--- src/rtl/fpu_trig_range_precheck_if.sv ---
// Handshake bundle for the trig range precheck: request/response towards the
// FPU core and the level request/pulse reply towards the range reducer.
interface fpu_trig_range_precheck_if;
  logic        start;
  logic [79:0] operand_in;
  logic        busy;
  logic        done;
  logic [79:0] result_out;
  logic [1:0]  quadrant_out;
  logic        c2_out;
  logic        invalid_out;
  logic        red_enable;
  logic [79:0] red_angle;
  logic        red_done;
  logic [79:0] red_angle_out;
  logic [1:0]  red_quadrant;
  logic        red_error;

  modport slave (
    input  start, operand_in, red_done, red_angle_out, red_quadrant, red_error,
    output busy, done, result_out, quadrant_out, c2_out, invalid_out,
           red_enable, red_angle
  );

  modport master (
    output start, operand_in, red_done, red_angle_out, red_quadrant, red_error,
    input  busy, done, result_out, quadrant_out, c2_out, invalid_out,
           red_enable, red_angle
  );
endinterface

--- src/rtl/fpu_trig_range_precheck.sv ---
// Classifies an 80-bit extended operand before a trig op: specials and
// out-of-range values finish locally, the rest go to the external reducer.
module fpu_trig_range_precheck #(
  parameter logic [14:0] TINY_EXP       = 15'h3FDF,
  parameter logic [14:0] OOR_EXP        = 15'h403E,
  parameter int unsigned TIMEOUT_CYCLES = 1023
) (
  input logic                        clk,
  input logic                        reset,
  fpu_trig_range_precheck_if.slave   bus
);

  localparam logic [79:0] DEFAULT_NAN = 80'hFFFF_C000_0000_0000_0000;
  localparam int unsigned CW          = $clog2(TIMEOUT_CYCLES + 1);
  localparam logic [CW-1:0] CNT_LAST  = CW'(TIMEOUT_CYCLES - 1);

  typedef enum logic [1:0] {IDLE, CLASSIFY, REDUCE, FINISH} state_t;

  state_t        state, state_next;
  logic [79:0]   op;
  logic [CW-1:0] cnt;

  logic          load;
  logic [79:0]   f_res;
  logic [1:0]    f_quad;
  logic          f_c2;
  logic          f_inv;

  logic [14:0]   op_exp;
  assign op_exp = op[78:64];

  always_comb begin
    state_next = state;
    load       = 1'b0;
    f_res      = '0;
    f_quad     = '0;
    f_c2       = 1'b0;
    f_inv      = 1'b0;
    unique case (state)
      IDLE: if (bus.start) state_next = CLASSIFY;
      CLASSIFY: begin
        state_next = FINISH;
        load       = 1'b1;
        if (op_exp == 15'h7FFF && op[62:0] == '0) begin
          f_inv = 1'b1;
          f_res = DEFAULT_NAN;
        end else if (op_exp == 15'h7FFF) begin
          f_res     = op;
          f_res[62] = 1'b1;
          f_inv     = ~op[62];
        end else if (op_exp != '0 && !op[63]) begin
          f_inv = 1'b1;
          f_res = DEFAULT_NAN;
        end else if (op_exp == '0 || op_exp < TINY_EXP) begin
          f_res = op;
        end else if (op_exp >= OOR_EXP) begin
          f_c2  = 1'b1;
          f_res = op;
        end else begin
          state_next = REDUCE;
          load       = 1'b0;
        end
      end
      REDUCE: begin
        // a reply on the final wait cycle wins over the timeout
        if (bus.red_done) begin
          state_next = FINISH;
          load       = 1'b1;
          if (bus.red_error) begin
            f_inv = 1'b1;
            f_res = DEFAULT_NAN;
          end else if (op[79]) begin
            f_res  = {~bus.red_angle_out[79], bus.red_angle_out[78:0]};
            f_quad = 2'd0 - bus.red_quadrant;
          end else begin
            f_res  = bus.red_angle_out;
            f_quad = bus.red_quadrant;
          end
        end else if (cnt == CNT_LAST) begin
          state_next = FINISH;
          load       = 1'b1;
          f_inv      = 1'b1;
          f_res      = DEFAULT_NAN;
        end
      end
      FINISH:  state_next = IDLE;
      default: state_next = IDLE;
    endcase
  end

  always_ff @(posedge clk) begin
    if (reset) begin
      state            <= IDLE;
      op               <= '0;
      cnt              <= '0;
      bus.busy         <= 1'b0;
      bus.done         <= 1'b0;
      bus.result_out   <= '0;
      bus.quadrant_out <= '0;
      bus.c2_out       <= 1'b0;
      bus.invalid_out  <= 1'b0;
      bus.red_enable   <= 1'b0;
      bus.red_angle    <= '0;
    end else begin
      state          <= state_next;
      bus.busy       <= (state_next != IDLE);
      bus.done       <= (state_next == FINISH);
      bus.red_enable <= (state_next == REDUCE);
      if (state == IDLE && bus.start) op <= bus.operand_in;
      if (state == CLASSIFY && state_next == REDUCE) begin
        bus.red_angle <= {1'b0, op[78:0]};
        cnt           <= '0;
      end else if (state == REDUCE) begin
        cnt <= cnt + 1'b1;
      end
      if (load) begin
        bus.result_out   <= f_res;
        bus.quadrant_out <= f_quad;
        bus.c2_out       <= f_c2;
        bus.invalid_out  <= f_inv;
      end
    end
  end

endmodule

--- src/flat_wrapper.sv ---
// flat-port wrapper written by rule: the top's interface ports become plain ports
module fpu_trig_range_precheck_flat 
#(
  parameter logic [14:0] TINY_EXP       = 15'h3FDF,
  parameter logic [14:0] OOR_EXP        = 15'h403E,
  parameter int unsigned TIMEOUT_CYCLES = 1023
)
  (clk, reset, bus_start, bus_operand_in, bus_red_done, bus_red_angle_out, bus_red_quadrant, bus_red_error, bus_busy, bus_done, bus_result_out, bus_quadrant_out, bus_c2_out, bus_invalid_out, bus_red_enable, bus_red_angle);
  fpu_trig_range_precheck_if bus_i ();
  input logic clk;
  input logic reset;
  input wire logic [$bits(bus_i.start)-1:0] bus_start;
  input wire logic [$bits(bus_i.operand_in)-1:0] bus_operand_in;
  input wire logic [$bits(bus_i.red_done)-1:0] bus_red_done;
  input wire logic [$bits(bus_i.red_angle_out)-1:0] bus_red_angle_out;
  input wire logic [$bits(bus_i.red_quadrant)-1:0] bus_red_quadrant;
  input wire logic [$bits(bus_i.red_error)-1:0] bus_red_error;
  output wire logic [$bits(bus_i.busy)-1:0] bus_busy;
  output wire logic [$bits(bus_i.done)-1:0] bus_done;
  output wire logic [$bits(bus_i.result_out)-1:0] bus_result_out;
  output wire logic [$bits(bus_i.quadrant_out)-1:0] bus_quadrant_out;
  output wire logic [$bits(bus_i.c2_out)-1:0] bus_c2_out;
  output wire logic [$bits(bus_i.invalid_out)-1:0] bus_invalid_out;
  output wire logic [$bits(bus_i.red_enable)-1:0] bus_red_enable;
  output wire logic [$bits(bus_i.red_angle)-1:0] bus_red_angle;
  assign bus_i.start = bus_start;
  assign bus_i.operand_in = bus_operand_in;
  assign bus_i.red_done = bus_red_done;
  assign bus_i.red_angle_out = bus_red_angle_out;
  assign bus_i.red_quadrant = bus_red_quadrant;
  assign bus_i.red_error = bus_red_error;
  assign bus_busy = bus_i.busy;
  assign bus_done = bus_i.done;
  assign bus_result_out = bus_i.result_out;
  assign bus_quadrant_out = bus_i.quadrant_out;
  assign bus_c2_out = bus_i.c2_out;
  assign bus_invalid_out = bus_i.invalid_out;
  assign bus_red_enable = bus_i.red_enable;
  assign bus_red_angle = bus_i.red_angle;
  fpu_trig_range_precheck #(.TINY_EXP(TINY_EXP), .OOR_EXP(OOR_EXP), .TIMEOUT_CYCLES(TIMEOUT_CYCLES)) u_core (.clk(clk), .reset(reset), .bus(bus_i));
endmodule
--- config.mk ---
export PLATFORM = sky130hd
export DESIGN_NAME = fpu_trig_range_precheck_flat
export DESIGN_NICKNAME = d
export VERILOG_FILES = /design/src/rtl/fpu_trig_range_precheck_if.sv /design/src/rtl/fpu_trig_range_precheck.sv /design/src/flat_wrapper.sv
export SDC_FILE = /design/constraint.sdc
export NUM_CORES = 1
export LEC_CHECK = 0
export CORE_ASPECT_RATIO = 1.75
export CORE_UTILIZATION = 35
export DETAILED_ROUTE_END_ITERATION = 7
export PLACE_DENSITY = 0.7
export RECOVER_POWER = 25
export REMOVE_ABC_BUFFERS = 1
export SLEW_MARGIN = 15
export SYNTH_ARGS = -nofsm -noshare
export SYNTH_HDL_FRONTEND = slang
export SYNTH_SLANG_ARGS = --single-unit
--- constraint.sdc ---
create_clock -name clk -period 6.6 [get_ports clk]
set_input_delay 0.99 -clock clk [delete_from_list [all_inputs] [get_ports clk]]
set_output_delay 0.99 -clock clk [all_outputs]
set_load 0.05 [all_outputs]
==> results of run 1 <==
==> cell usage in the layout, fill, tap and decap left out, types with 13 or more instances in the layout <==
master	n
sky130_fd_sc_hd__a21oi_1	102
sky130_fd_sc_hd__a221oi_2	60
sky130_fd_sc_hd__a22oi_1	13
sky130_fd_sc_hd__a32oi_1	80
sky130_fd_sc_hd__and3_1	79
sky130_fd_sc_hd__clkbuf_16	27
sky130_fd_sc_hd__clkdlybuf4s50_1	313
sky130_fd_sc_hd__dfxtp_1	258
sky130_fd_sc_hd__dlygate4sd3_1	18
sky130_fd_sc_hd__nand2_1	253
sky130_fd_sc_hd__nand3_1	83
sky130_fd_sc_hd__nand4b_1	79
sky130_fd_sc_hd__nor2_1	75
sky130_fd_sc_hd__nor3_1	14
sky130_fd_sc_hd__nor4_1	20
sky130_fd_sc_hd__o21ai_0	90
==> Yosys cell counts (2+ instances only) <==
library cell,n,area share (%)
sky130_fd_sc_hd__dfxtp_1,258,42
sky130_fd_sc_hd__nand2_1,256,7.9
sky130_fd_sc_hd__a21oi_1,102,4.2
sky130_fd_sc_hd__clkbuf_1,95,2.9
sky130_fd_sc_hd__o21ai_0,89,3.7
sky130_fd_sc_hd__nand3_1,83,3.4
sky130_fd_sc_hd__a32oi_1,80,5.8
sky130_fd_sc_hd__and3_1,79,4.1
sky130_fd_sc_hd__nand4b_1,79,5.7
sky130_fd_sc_hd__nor2_1,77,2.4
sky130_fd_sc_hd__a221oi_2,60,7.4
sky130_fd_sc_hd__buf_2,24,0.99
sky130_fd_sc_hd__nor4_1,19,0.98
sky130_fd_sc_hd__buf_1,16,0.49
sky130_fd_sc_hd__nor3_1,14,0.58
sky130_fd_sc_hd__a22oi_1,13,0.80
sky130_fd_sc_hd__buf_6,12,1.1
sky130_fd_sc_hd__inv_1,11,0.34
sky130_fd_sc_hd__nand4_1,10,0.51
sky130_fd_sc_hd__xnor2_1,7,0.50
sky130_fd_sc_hd__ha_1,6,0.62
sky130_fd_sc_hd__o21a_1,5,0.31
sky130_fd_sc_hd__buf_4,4,0.25
sky130_fd_sc_hd__xor2_1,4,0.29
sky130_fd_sc_hd__a31oi_1,3,0.15
sky130_fd_sc_hd__and2_1,3,0.15
sky130_fd_sc_hd__a221oi_1,2,0.14
sky130_fd_sc_hd__nand2b_1,2,0.10
sky130_fd_sc_hd__nor4_2,2,0.21
sky130_fd_sc_hd__o21ai_2,2,0.14
sky130_fd_sc_hd__o41ai_1,2,0.14
==> area by class of cell <==
| class | count | area [µm²] |
|---|---|---|
| multi-input cells | 1015 | 6310 |
| fillers | 3272 | 18000 |
| clock buffers | 38 | 767 |
| flip-flops and latches | 258 | 5160 |
| well taps | 460 | 576 |
| inverters | 11 | 48.8 |
| repair buffers | 342 | 3390 |
| clock inverters | 6 | 61.3 |
==> through the flow <==
stage	total power (µW)	std cells	hold WS, ps
final	7030	2130	459
after global routing	7370	2130	492
after CTS	7080	2130	462
after detailed placement	5600	2086	447
after global placement	5550	2086	455
after floorplan	4370	1284	452
==> logic make-up after synthesis <==
family	after synthesis	share of synthesized area, %
DFF	258	42.4
and+or+nand+nor	631	26.5
other	1	0.0308
adders and majority gates	6	0.617
AOI/OAI and AO/OA	366	23.5
buffers and inverters	162	6.11
xor gates and xnor gates	11	0.792
==> per-layer routing <==
metal,track usage (%),wire (µm),vias to the layer above
li1,-,-,5726
met1,27.1,16600,5946
met2,41.6,22400,390
met3,3.13,2070,95
met4,12.5,2240,2
met5,0,13,-
==> worst max-delay path, stage by stage (launching register included) <==
cell and delay (ps):
sky130_fd_sc_hd__dfxtp_1 350, sky130_fd_sc_hd__nor4_1 690, sky130_fd_sc_hd__o2111ai_1 360, sky130_fd_sc_hd__o21ai_0 330, sky130_fd_sc_hd__and3_1 1820, sky130_fd_sc_hd__buf_4 810
sky130_fd_sc_hd__nand4b_1 210, sky130_fd_sc_hd__nand3_1 100
==> path summary, 6_finish.rpt <==
check	slack (ps)	endpoint	depth (start not counted)
worst max-delay path	1700	u_core.bus.red_angle[71]	7
worst min-delay path	460	u_core.bus.quadrant_out[1]	2
worst max register to register	1700	u_core.bus.red_angle[71]	7
worst min register to register	460	u_core.bus.quadrant_out[1]	2
==> flip-flops by register name (all words and copies together) (netlist names) <==
register,count
u_core.bus.busy,1
u_core.bus.quadrant_out,2
u_core.bus.result_out,80
u_core.bus.c2_out,1
u_core.bus.red_angle,79
u_core.op,80
u_core.cnt,10
u_core.bus.done,1
u_core.state,2
u_core.bus.invalid_out,1
u_core.bus.red_enable,1
==> power by group <==
part           switching (µW)  internal [µW]
clock network             640            840
registers                 308           1940
logic                    2320            986
==> flow_summary.yaml, run 1 <==
finish:
  final_nets: 1827
  final_layout_size_suffix_gt1_share_pct: 7.60
  syn_to_final_growth_pct: 34.1
  insertedDiodeCount: 0
  layout.core_utilization_pct: 47.5
  fin_area_mm2: 0.0163
routing:
  final_routed_drc_violation_total: 0
  detail-route-antenna-nets: 0
  wl_um: 43300
  post_drt_wl_per_cell_um: 20.3
  drt-vias-per-instance: 5.71
  num_vias: 12200
  dr.pass1.iters: 5
  dr.first_iter.drc_count: 771
global_route:
  grt_remaining_overflow: 0
  first_pass_grt_wire_length_um: 66300
  pin_count_of_the_biggest_net_entering_global_routing: 217
  initial_antenna_violation_count: 1
  grt_use_total_pct: 23.5
  grt_pass1_vias: 11700
clock_network:
  cts.repair.resized: 0
  cts.sinks: 258
  clockRootBuffer: "sky130_fd_sc_hd__clkbuf_16"
  cts_hold_buf: 0
  cts_setup_buffers: 0
  clk_pin_slew_ps: 70
  cts.path.max_buffers: 3
  worstSkewPairLatency_ps: 540
  cts_inserted_buffers: 26
  cts.htree.levels: 1
  cts_tree: "done"
timing:
  final.period_utilization_pct: 74.2
  setup_tns_final_ps: 0
  unrepaired_setup_endpoints_after_global_routing: "no"
  timing.final.crit_period_ps: 4900
  max_freq_mhz: 204
  timing_worst_slew_pin_value_ps: 3260
  finalClockSkew_ps: 11.0
  worst_slew_margin_rel_pct: -117
  post-route-worst-setup-slack_ps: 1700
  final_max_tran_viols: 138
  timing.final.setup_violations: 0
  hold_violations: 0
floorplanning:
  die-height_um: 249
  horiz_die_dim_um: 143
  fp-row-count: 90
  num_io_pins: 334
  start_util_pct: 35.4
  design.core.area_mm2: 0.0343
  floorplan.die_area_mm2: 0.0356
yosys:
  post_synth_inst_count: 1435
  synth.yosys.warnings: 0
  yosys_register_bits: 258
  post_synth_num_cell_types: 47
  synth_edf_count: 0
  dominantRegCellSynth: "sky130_fd_sc_hd__dfxtp_1"
  postSynthAreaPerCell_um2: 8.48
  synth.yosys.seq_area_share_pct: 42.4
  synthArstFlopShare_pct: 0
  post_synth_instance_area_mm2: 0.0122
place:
  place.port_buffers: 332
  routability_congestion_estimate_from_global_placement: 0.843
  placed_area_mm2: 0.0155
  detailed_place_hpwl_um: 27600
  dpl_worst_slack_ps: 2680
status:
  violated_checks: "capacitance limit, slew limit"
  run_status: "complete, but fails checks"
setup_path:
  critical_path.max_fanout: 86
  worst_setup_path_start_kind: "flop"
  critical_path_arrival_ps: 5320
  worstSetupPathType: "flop to flop"
  endpoint_kind: "flop"
  critPathLaunch: "u_core.op[70]"
  critPathRequiredTime_ps: 7020
  rr_startpoint: "u_core.op[70]"
power_and_ir_drop:
  vdd_ir_drop_max_mv: 0.356
  power.density_cell_area_mw_per_mm2: 431
  p_leak_uw: 0.00629
worst_hold_path:
  hold_path.class: "flop to flop"
  hold_start: "u_core.bus.quadrant_out[1]"
run:
  cap_viol_max_count: 2
No activity file was read; power rests on OpenSTA's default activity.
==> run 2, diff against run 1 <==
Settings changed: PLACE_DENSITY 0.7 to 0.73.
Clock period 6.6 ns to 4.2 ns, I/O delays scaled along.
==> flow_summary.yaml, run 2 (synthesis gave the netlist of run 1 again) <==
routing:
  drt-vias-per-instance: 5.81
  dr.pass1.iters: 5
  detail-route-antenna-nets: 0
  wl_um: 43300
  num_vias: 12500
  dr.first_iter.drc_count: 782
  final_routed_drc_violation_total: 0
  post_drt_wl_per_cell_um: 20.2
clock_network:
  cts.path.max_buffers: 3
  cts.sinks: 258
  cts_setup_buffers: 0
  cts.repair.resized: 0
  worstSkewPairLatency_ps: 540
  clk_pin_slew_ps: 60
  cts_hold_buf: 0
  clockRootBuffer: "sky130_fd_sc_hd__clkbuf_16"
  cts.htree.levels: 1
  cts_tree: "done"
  cts_inserted_buffers: 26
global_route:
  first_pass_grt_wire_length_um: 66500
  grt_use_total_pct: 23.7
  pin_count_of_the_biggest_net_entering_global_routing: 185
  initial_antenna_violation_count: 2
  grt_pass1_vias: 11900
  grt_remaining_overflow: 0
status:
  run_status: "complete, but fails checks"
  violated_checks: "capacitance limit, slew limit"
setup_path:
  cp_cell_sequence: "nand4_1, or3_1, o21ai_0, and3_4, buf_4, nand4b_1, nand3_1"
  endpoint_kind: "flop"
  critical_path.max_fanout: 52
  crit_path_top_delay_cell: "sky130_fd_sc_hd__and3_4"
  critical_path.max_stage_delay_ps: 610
  crit-reg2reg-capture: "u_core.bus.red_angle[48]"
  rr_startpoint: "u_core.op[72]"
  worst_setup_path_start_kind: "flop"
  critPathRequiredTime_ps: 4610
  rr_worst_depth: 7
  setup.reg_to_reg.worst_slack_ps: 920
  worstSetupPathType: "flop to flop"
  critical_path_arrival_ps: 3690
place:
  post-place-cells: 2095
  routability_congestion_estimate_from_global_placement: 0.910
  placed_area_mm2: 0.0156
  detailed_place_hpwl_um: 28600
  place.port_buffers: 332
timing:
  timing.final.setup_violations: 0
  max_freq_mhz: 305
  final_max_tran_viols: 81
  finalClockSkew_ps: 13.6
  hold_violations: 0
  final.period_utilization_pct: 78.1
  unrepaired_setup_endpoints_after_global_routing: "no"
  hold-worst-slack_ps: 477
  timing.final.crit_period_ps: 3280
  worst_slew_margin_rel_pct: -13.9
  timing_worst_slew_pin_value_ps: 1710
worst_hold_path:
  hold_ep: "u_core.bus.c2_out"
  hold_path.class: "flop to flop"
  hold_start: "u_core.bus.c2_out"
  min_delay_path_depth: 2
run:
  cap_viol_max_count: 1
finish:
  final_layout_size_suffix_gt1_share_pct: 8.68
  most_frequent_standard_cell_in_the_layout_excluding_fill_and_tap_cells: "sky130_fd_sc_hd__clkdlybuf4s50_1"
  fin_area_mm2: 0.0165
  syn_to_final_growth_pct: 35.7
  finish.cell_count_without_fillers: 2144
  final.fill_count: 3234
  mostFrequentLayoutCells: "310 x sky130_fd_sc_hd__clkdlybuf4s50_1, 258 x sky130_fd_sc_hd__dfxtp_1, 253 x sky130_fd_sc_hd__nand2_1"
  biggest_registers_after_layout: "u_core.bus.result_out (80), u_core.op (80), u_core.bus.red_angle (79)"
  final_nets: 1836
power_and_ir_drop:
  p_leak_uw: 0.00639
  vdd_ir_drop_max_mv: 0.673
  power.density_cell_area_mw_per_mm2: 678
floorplanning:
  fp-row-count: 90
  floorplan.die_area_mm2: 0.0356
  design.core.area_mm2: 0.0343
  horiz_die_dim_um: 143
  die-height_um: 249
  num_io_pins: 334
  start_util_pct: 35.4
-- run 2: where the power goes --
group | leakage (µW) | internal (µW) | total [µW] | switching (µW)
sequential | 0.00210 | 3040 | 3550 | 507
combinational | 0.00385 | 1600 | 5260 | 3660
clock | 0.000437 | 1380 | 2390 | 1010
-- run 2: worst max-delay path by stage --
stage / start / end / slack, ps / depth (start not counted)
2_1_floorplan: reset / u_core.bus.red_angle[0] / -960 / 4
3_3_place_gp: bus_red_done / u_core.bus.result_out[0] / 1240 / 9
3_5_place_dp: bus_red_done / u_core.bus.result_out[0] / 1160 / 9
4_1_cts: u_core.state[0] / u_core.bus.result_out[72] / 1170 / 10
5_1_grt: u_core.op[72] / u_core.bus.red_angle[52] / 780 / 7
6_report: u_core.op[72] / u_core.bus.red_angle[48] / 920 / 7
-- run 2: area by class of cell --
| type | instances | area [µm²] | share of cell area [%] |
|---|---|---|---|
| inverters | 11 | 48.8 | 0.295 |
| multi-input cells | 1015 | 6320 | 38.3 |
| clock inverters | 10 | 90.1 | 0.545 |
| diodes | 2 | 5.00 | 0.0303 |
| clock buffers | 37 | 793 | 4.80 |
| repair buffers | 351 | 3510 | 21.3 |
| well taps | 460 | 576 | 3.48 |
| flip-flops and latches | 258 | 5160 | 31.3 |
-- run 2: metal layers --
metal / up-vias / routed length (µm) / global-route usage (%) / share of wire (%)
li1: 5756 / - / - / -
met1: 6064 / 16200 / 27.0 / 38
met2: 503 / 22000 / 41.5 / 51
met3: 133 / 2260 / 2.35 / 5.2
met4: 0 / 2790 / 15.2 / 6.4
met5: - / 0 / 0 / 0
-- run 2: worst max-delay path: cells and delay by family, from the launching register on --
kind | cells | cell delay [ps]
AO/OA/AOI/OAI | 1 | 570
buffers and inverters | 1 | 480
flip-flops | 1 | 460
AND/OR/NAND/NOR | 5 | 1620
-- run 2: stage by stage --
step | setup TNS, ps | setup slack, ps | utilization, % | total power [µW]
after floorplan | -135050 | -963 | - | 6860
after global placement | 0 | 1240 | 45.5 | 8790
after detailed placement | 0 | 1160 | 45.5 | 8870
after CTS | 0 | 1170 | 48.1 | 11300
after global routing | 0 | 784 | 48.1 | 11700
final | 0 | 920 | 48.1 | 11200
